$ cat src/rtl/ysyx_25020047_mdu_pkg.sv
// ysyx_25020047_mdu_pkg: op encodings, FSM states and operand-class helpers for the multiply/divide unit
package ysyx_25020047_mdu_pkg;
  localparam logic [2:0] MDU_MUL    = 3'd0;
  localparam logic [2:0] MDU_MULH   = 3'd1;
  localparam logic [2:0] MDU_MULHSU = 3'd2;
  localparam logic [2:0] MDU_MULHU  = 3'd3;
  localparam logic [2:0] MDU_DIV    = 3'd4;
  localparam logic [2:0] MDU_DIVU   = 3'd5;
  localparam logic [2:0] MDU_REM    = 3'd6;
  localparam logic [2:0] MDU_REMU   = 3'd7;
  typedef enum logic [1:0] {S_IDLE, S_CALC, S_DONE} state_e;
  function automatic logic is_div(input logic [2:0] op);
    return op[2];
  endfunction
  function automatic logic is_signed(input logic [2:0] op, input logic rs2);
    return rs2 ? !(op inside {MDU_MULHSU, MDU_MULHU, MDU_DIVU, MDU_REMU})
               : !(op inside {MDU_MULHU, MDU_DIVU, MDU_REMU});
  endfunction
endpackage

$ cat src/rtl/ysyx_25020047_mdu_if.sv
// ysyx_25020047_mdu_if: request/response handshake bundle between execute stage (master) and MDU (slave)
interface ysyx_25020047_mdu_if #(parameter int XLEN = 32);
  logic            flush;
  logic            in_valid;
  logic            in_ready;
  logic [2:0]      op;
  logic [XLEN-1:0] src1;
  logic [XLEN-1:0] src2;
  logic            out_valid;
  logic            out_ready;
  logic [XLEN-1:0] result;
  modport master (output flush, in_valid, op, src1, src2, out_ready, input in_ready, out_valid, result);
  modport slave  (input flush, in_valid, op, src1, src2, out_ready, output in_ready, out_valid, result);
endinterface

$ cat src/rtl/ysyx_25020047_mdu_div.sv
// ysyx_25020047_mdu_div: restoring divider datapath on magnitudes, start loads operands, step does one subtract-shift
module ysyx_25020047_mdu_div #(parameter int XLEN = 32) (
  input  logic            clk,
  input  logic            rst,
  input  logic            start,
  input  logic            step,
  input  logic [XLEN-1:0] dividend,
  input  logic [XLEN-1:0] divisor,
  output logic [XLEN-1:0] q_nxt,
  output logic [XLEN-1:0] r_nxt
);
  logic [XLEN-1:0] rem_q, rem_d, quo_q, quo_d, dvs_q, dvs_d;
  logic [XLEN:0] sh, diff;
  always_comb begin
    sh = {rem_q, quo_q[XLEN-1]};
    diff = sh - {1'b0, dvs_q};
    r_nxt = diff[XLEN] ? sh[XLEN-1:0] : diff[XLEN-1:0];
    q_nxt = {quo_q[XLEN-2:0], ~diff[XLEN]};
    rem_d = start ? '0 : step ? r_nxt : rem_q;
    quo_d = start ? dividend : step ? q_nxt : quo_q;
    dvs_d = start ? divisor : dvs_q;
  end
  always_ff @(posedge clk or posedge rst)
    if (rst) begin
      rem_q <= '0;
      quo_q <= '0;
      dvs_q <= '0;
    end else begin
      rem_q <= rem_d;
      quo_q <= quo_d;
      dvs_q <= dvs_d;
    end
endmodule

$ cat src/rtl/ysyx_25020047_mdu.sv
// ysyx_25020047_mdu: iterative RV32M multiply/divide unit (shift-add multiplier, restoring divider); YSYX_25020047_MDU_FAST_MUL_EN selects a single-cycle multiplier
module ysyx_25020047_mdu
  import ysyx_25020047_mdu_pkg::*;
#(parameter int XLEN = 32) (
  input logic clk,
  input logic rst,
  ysyx_25020047_mdu_if.slave bus
);
  localparam int CW = $clog2(XLEN);
  state_e state_q, state_d;
  logic [CW-1:0] cnt_q, cnt_d;
  logic [2:0] op_q, op_d;
  logic neg_q, neg_d, rneg_q, rneg_d, out_valid_q, out_valid_d;
  logic [XLEN-1:0] mcand_q, mcand_d, result_q, result_d;
  logic [2*XLEN-1:0] prod_q, prod_d, prod_nxt;
  logic [XLEN:0] acc;
  logic s1n, s2n, accept, dzero, ovf;
  logic [XLEN-1:0] m1, m2, q_nxt, r_nxt, q_fin, r_fin, spec_res;
  function automatic logic [XLEN-1:0] mul_res(input logic [2:0] o, input logic [2*XLEN-1:0] p, input logic n);
    logic [2*XLEN-1:0] s;
    s = n ? -p : p;
    return o == MDU_MUL ? s[XLEN-1:0] : s[2*XLEN-1:XLEN];
  endfunction
  assign bus.in_ready = state_q == S_IDLE;
  assign bus.out_valid = out_valid_q;
  assign bus.result = result_q;
  ysyx_25020047_mdu_div #(.XLEN(XLEN)) u_div (
    .clk(clk),
    .rst(rst),
    .start(accept),
    .step(state_q == S_CALC),
    .dividend(m1),
    .divisor(m2),
    .q_nxt(q_nxt),
    .r_nxt(r_nxt)
  );
  always_comb begin
    s1n = is_signed(bus.op, 1'b0) && bus.src1[XLEN-1];
    s2n = is_signed(bus.op, 1'b1) && bus.src2[XLEN-1];
    m1 = s1n ? -bus.src1 : bus.src1;
    m2 = s2n ? -bus.src2 : bus.src2;
    accept = bus.in_valid && state_q == S_IDLE && !bus.flush;
    dzero = bus.src2 == '0;
    ovf = is_signed(bus.op, 1'b0) && bus.src1 == {1'b1, {(XLEN-1){1'b0}}} && bus.src2 == '1;
    spec_res = dzero ? (bus.op[1] ? bus.src1 : '1) : (bus.op[1] ? '0 : bus.src1);
    acc = {1'b0, prod_q[2*XLEN-1:XLEN]} + {1'b0, prod_q[0] ? mcand_q : '0};
    prod_nxt = {acc, prod_q[XLEN-1:1]};
    q_fin = neg_q ? -q_nxt : q_nxt;
    r_fin = rneg_q ? -r_nxt : r_nxt;
    state_d = state_q;
    cnt_d = cnt_q;
    op_d = op_q;
    neg_d = neg_q;
    rneg_d = rneg_q;
    mcand_d = mcand_q;
    prod_d = prod_q;
    result_d = result_q;
    out_valid_d = out_valid_q;
    if (accept) begin
      op_d = bus.op;
      neg_d = s1n ^ s2n;
      rneg_d = s1n;
      mcand_d = m1;
      prod_d = {{XLEN{1'b0}}, m2};
      if (is_div(bus.op) && (dzero || ovf)) begin
        state_d = S_DONE;
        out_valid_d = 1'b1;
        result_d = spec_res;
      end
`ifdef YSYX_25020047_MDU_FAST_MUL_EN
      else if (!is_div(bus.op)) begin
        state_d = S_DONE;
        out_valid_d = 1'b1;
        result_d = mul_res(bus.op, {{XLEN{1'b0}}, m1} * {{XLEN{1'b0}}, m2}, s1n ^ s2n);
      end
`endif
      else begin
        state_d = S_CALC;
        cnt_d = CW'(XLEN - 1);
      end
    end
    if (state_q == S_CALC) begin
      prod_d = prod_nxt;
      cnt_d = cnt_q - 1'b1;
      if (cnt_q == '0) begin
        state_d = S_DONE;
        cnt_d = '0;
        out_valid_d = 1'b1;
        result_d = is_div(op_q) ? (op_q[1] ? r_fin : q_fin) : mul_res(op_q, prod_nxt, neg_q);
      end
    end
    if (state_q == S_DONE && bus.out_ready) begin
      state_d = S_IDLE;
      out_valid_d = 1'b0;
    end
    if (bus.flush) begin
      state_d = S_IDLE;
      out_valid_d = 1'b0;
    end
  end
  always_ff @(posedge clk or posedge rst)
    if (rst) begin
      state_q <= S_IDLE;
      cnt_q <= '0;
      op_q <= '0;
      neg_q <= 1'b0;
      rneg_q <= 1'b0;
      mcand_q <= '0;
      prod_q <= '0;
      result_q <= '0;
      out_valid_q <= 1'b0;
    end else begin
      state_q <= state_d;
      cnt_q <= cnt_d;
      op_q <= op_d;
      neg_q <= neg_d;
      rneg_q <= rneg_d;
      mcand_q <= mcand_d;
      prod_q <= prod_d;
      result_q <= result_d;
      out_valid_q <= out_valid_d;
    end
endmodule

$ cat src/flat_wrapper.sv
// flat-port wrapper written by rule: the top's interface ports become plain ports
module ysyx_25020047_mdu_flat import ysyx_25020047_mdu_pkg::*;
#(parameter int XLEN = 32)
  (clk, rst, bus_flush, bus_in_valid, bus_op, bus_src1, bus_src2, bus_out_ready, bus_in_ready, bus_out_valid, bus_result);
  ysyx_25020047_mdu_if #(.XLEN(XLEN)) bus_i ();
  input logic clk;
  input logic rst;
  input wire logic [$bits(bus_i.flush)-1:0] bus_flush;
  input wire logic [$bits(bus_i.in_valid)-1:0] bus_in_valid;
  input wire logic [$bits(bus_i.op)-1:0] bus_op;
  input wire logic [$bits(bus_i.src1)-1:0] bus_src1;
  input wire logic [$bits(bus_i.src2)-1:0] bus_src2;
  input wire logic [$bits(bus_i.out_ready)-1:0] bus_out_ready;
  output wire logic [$bits(bus_i.in_ready)-1:0] bus_in_ready;
  output wire logic [$bits(bus_i.out_valid)-1:0] bus_out_valid;
  output wire logic [$bits(bus_i.result)-1:0] bus_result;
  assign bus_i.flush = bus_flush;
  assign bus_i.in_valid = bus_in_valid;
  assign bus_i.op = bus_op;
  assign bus_i.src1 = bus_src1;
  assign bus_i.src2 = bus_src2;
  assign bus_i.out_ready = bus_out_ready;
  assign bus_in_ready = bus_i.in_ready;
  assign bus_out_valid = bus_i.out_valid;
  assign bus_result = bus_i.result;
  ysyx_25020047_mdu #(.XLEN(XLEN)) u_core (.clk(clk), .rst(rst), .bus(bus_i));
endmodule
$ cat config.mk
export PLATFORM = sky130hd
export DESIGN_NAME = ysyx_25020047_mdu_flat
export DESIGN_NICKNAME = d
export VERILOG_FILES = /design/src/rtl/ysyx_25020047_mdu_pkg.sv /design/src/rtl/ysyx_25020047_mdu_if.sv /design/src/rtl/ysyx_25020047_mdu_div.sv /design/src/rtl/ysyx_25020047_mdu.sv /design/src/flat_wrapper.sv
export SDC_FILE = /design/constraint.sdc
export NUM_CORES = 1
export LEC_CHECK = 0
export ABC_CLOCK_PERIOD_IN_PS = 9800
export CORE_MARGIN = 10
export CORE_UTILIZATION = 30
export CTS_CLUSTER_DIAMETER = 50
export CTS_CLUSTER_SIZE = 14
export DETAILED_ROUTE_END_ITERATION = 12
export GPL_TIMING_DRIVEN = 0
export PLACE_DENSITY_LB_ADDON = 0.1
export SYNTH_ARGS = -nofsm -noshare
export SYNTH_HDL_FRONTEND = slang
export SYNTH_SLANG_ARGS = --single-unit
export TNS_END_PERCENT = 1
$ cat constraint.sdc
create_clock -name clk -period 9.8 [get_ports clk]
set_clock_uncertainty 0.1 [all_clocks]
set_input_delay 0.98 -clock clk [delete_from_list [all_inputs] [get_ports clk]]
set_output_delay 0.98 -clock clk [all_outputs]
set_load 0.03 [all_outputs]
==> results by group <==
Drt
  • Wire length on met1: roughly 50000 um
  • Routed length on met3: approximately 8800 um
  • Routed via count: roughly 22000
  • Initial DRC count: ~2300
  • DR DRC count: 0
  • Routed Antenna Nets: 0
  • TritonRoute pass-1 iters: 6
  • Routed vias/inst: approximately 6.1
  • Wirelength per Cell: roughly 30 um
  • Routed Wire Length: 109000 um
  • Met2 Wirelength: 46800 um
  • Top Layer Used: met5

Placement
  • DP HPWL: about 88000 um
  • Gpl congestion: about 1.0
  • Placed insts: around 3600
  • # port buffers: slightly above 100
  • Place WS: 1.89 ns

Die
  • Overall die height: 280 um
  • Die area: 0.0783 mm^2
  • Initial Util: 30.2%
  • Area of the core: around 0.067 mm^2
  • I/O pin count: ~110
  • Die width: 280 um
  • Row count: 95

Synth
  • Synth warnings: 0
  • Mapped Avg Cell Area: just under 8 um^2
  • Seq/Total Area, Yosys: slightly below 30%
  • Post-synth top area share: about 30%
  • Dominant cell type by area after synthesis: dfrtp_1
  • Post-Synthesis Cell Area: 0.0202 mm^2
  • Syn_nets: roughly 2700
  • Post-synthesis register bit count: 237
  • Post-synth cell types: 89
  • Post-synth EDFFs: 0
  • Synth Flop Type: dfrtp_1
  • Ys async rst share: between 90% and 100%
  • Most instantiated cells after synthesis: 266 x nand2_1, 237 x dfrtp_1, 221 x nor2_1, 189 x o21ai_0, 188 x a21oi_1
  • Most numerous cell in the Yosys netlist: nand2_1
  • Synth top area cells: dfrtp_1 29%, nand2_1 4.9%, o21ai_0 4.7%
  • Syn Inst Count: between 2000 and 3000

Layout
  • Layout area overhead: 18.1%
  • Share of cells above drive strength 1: approximately 5%
  • Final nets: approximately 2900
  • Layout Cells excl Fill: ~3600
  • Fin util: a little over a third
  • Filler cell count: around 7100
  • Sequential Area: between 0.005 and 0.006 mm^2
  • Multi-input logic area: 0.0133 mm^2

Global route
  • Total global-route track usage: a little over a quarter
  • First-pass GRT wire length: about 160000 um
  • Vias in the first global route: about 21000
  • Largest net degree at the start of global routing: about 120
  • GRT overflow: 0
  • Antenna violations before repair: 6

STA
  • Worst setup margin: roughly 1.6 ns
  • Unrepaired setup endpoints after global routing: false
  • Worst slew margin: less than 1%
  • Hold Worst Slack: between 0.3 and 0.4 ns
  • Slew Limit Fails: 0
  • Final Hold Viols: 0
  • Slew @ Worst Pin: approximately 1.5 ns
  • Max Fclk: between 100 and 150 MHz
  • # setup viols final: 0
  • Crit share post-route: between 80% and 90%
  • Minimum clock period: approximately 8 ns
  • TNS Setup: 0 ns

Critical path
  • WP data required: around 10 ns
  • Worst Path Class, Setup: flip-flop to flip-flop
  • Worst setup EP type: flip-flop
  • R2R Setup Slk: around 1.6 ns
  • CP startpoint kind: flip-flop
  • Critical path arrival: approximately 8.5 ns
  • Worst R2R Start: u_core.u_div.rem_q[18]
  • CP Max Fanout: 10
  • Worst Setup SP: u_core.u_div.rem_q[18]

Pwr
  • Logic pwr share: between 50 and 60%
  • Maximum VDD drop: about 130 uV
  • Pint: ~3.6 mW
  • Seq pwr share: 20.5%
  • Switch share: 52.9%
  • Clock Power Share: about 21%
  • Pwr dens: approximately 320 mW/mm^2
  • Sw power: between 4 and 5 mW
  • P_leak: 9.78 nW

Clocking
  • Deepest clock path buffer count: 3
  • Post-CTS Setup Bufs: 0
  • Clock tree sinks: 237
  • CTS tree: done
  • Number of CTS-inserted buffers: between 40 and 50
  • Clock-pin slew of the registers on the worst-case setup and hold paths: approximately 0.060 ns
  • H-tree depth: 2
  • Clock Latency Late Sink: 0.59 ns
  • Hold_buf cts: 0
  • CTS resizes: 0
  • Root Buffer: clkbuf_16

Run status
  • Failing checks: capacitance limit
  • Outcome: complete, but fails checks

Job
  • Max-Cap Viols: 1

Worst hold path
  • Hold WC Path Type: flip-flop to flip-flop
  • Min-Delay Startpoint: u_core.mcand_q[20]
[cells by family (layout without fill, tap and decap cells)]
kind of cell | count (synthesis) | count (layout) | share of synthesized area (%)
muxes | 46 | 46 | 2.34
adders and majority gates | 74 | 74 | 4.64
AOI/OAI and AO/OA | 854 | 854 | 28.5
and+or+nand+nor | 934 | 934 | 22.4
other | 0 | 3 | 0
buffers and inverters | 250 | 430 | 4.76
xor gates and xnor gates | 186 | 186 | 8.09
DFF | 237 | 237 | 29.3
[power groups by stage]
stage	combinational (mW)	clock, mW	sequential [mW]
after floorplan	2.73	0	1.44
after global placement	4.30	0	1.56
after detailed placement	4.32	0	1.56
after CTS	4.35	1.58	1.55
after global routing	4.75	1.63	1.58
final	4.48	1.56	1.56
[through the flow]
| step | instance area (um^2) | total power, mW |
|---|---|---|
| finish | 23900 | 7.60 |
| detailed placement | 22400 | 5.88 |
| global placement | 22400 | 5.86 |
| CTS | 23900 | 7.48 |
| global route | 23900 | 7.96 |
| floorplan | 20200 | 4.17 |
[per-layer routing]
layer / global-route usage (%) / up-vias
li1: - / 9847
met1: 38.3 / 11078
met2: 40.6 / 952
met3: 4.98 / 152
met4: 9.22 / 4
met5: 0 / -
[critical path: stages (launching register included)]
cell	delay [ns]
dfrtp_1	0.47
ha_1	0.34
clkbuf_1	0.24
a21oi_1	0.29
o21ai_0	0.32
a311oi_1	0.47
o31ai_1	0.16
a31oi_1	0.66
xnor2_1	0.39
inv_2	0.27
buf_1	0.69
clkbuf_1	0.74
a21oi_1	0.28
ha_1	0.34
nand3_1	0.16
nor3_1	0.08
mux2i_1	0.84
nand2_1	0.16
xor2_1	0.26
a211oi_1	0.57
o22ai_1	0.19
[layout make-up]
class | instances | area share, %
inverters | 84 | 1.35
clock buffers | 47 | 4.56
clock inverters | 28 | 1.61
repair buffers | 105 | 4.54
plain buffers | 166 | 2.71
diodes | 3 | 0.0314
multi-input cells | 2094 | 55.8
well taps | 873 | 4.57
flip-flops and latches | 237 | 24.8
[layout by cell type, fill, tap and decap left out, drive strengths merged, types with 70 or more instances in the layout]
cell type	n
nand2	266
dfrtp	237
nor2	221
o21ai	192
a21oi	188
clkbuf	188
nand3	109
clkdlybuf4s50	103
xnor2	94
xor2	92
inv	92
a21o	72
ha	71
a211oi	70
[path summary, 6_finish.rpt]
path | end | depth (start not counted)
hold / removal | u_core.mcand_q[20] | 1
setup reg to reg | u_core.bus.result[12] | 20
max in group asynchronous | u_core.u_div.quo_q[24] | 3
setup / recovery | u_core.bus.result[12] | 20
min in group asynchronous | u_core.u_div.rem_q[15] | 2
hold reg to reg | u_core.mcand_q[20] | 1
[flip-flops by register name (all words and copies together) (netlist names)]
name                  cells
u_core.bus.out_valid      1
u_core.bus.result        32
u_core.cnt_q              5
u_core.mcand_q           32
u_core.neg_q              1
u_core.op_q               3
u_core.prod_q            64
u_core.rneg_q             1
u_core.state_q            2
u_core.u_div.dvs_q       32
u_core.u_div.quo_q       32
u_core.u_div.rem_q       32
(Power assumes the default switching activity.)
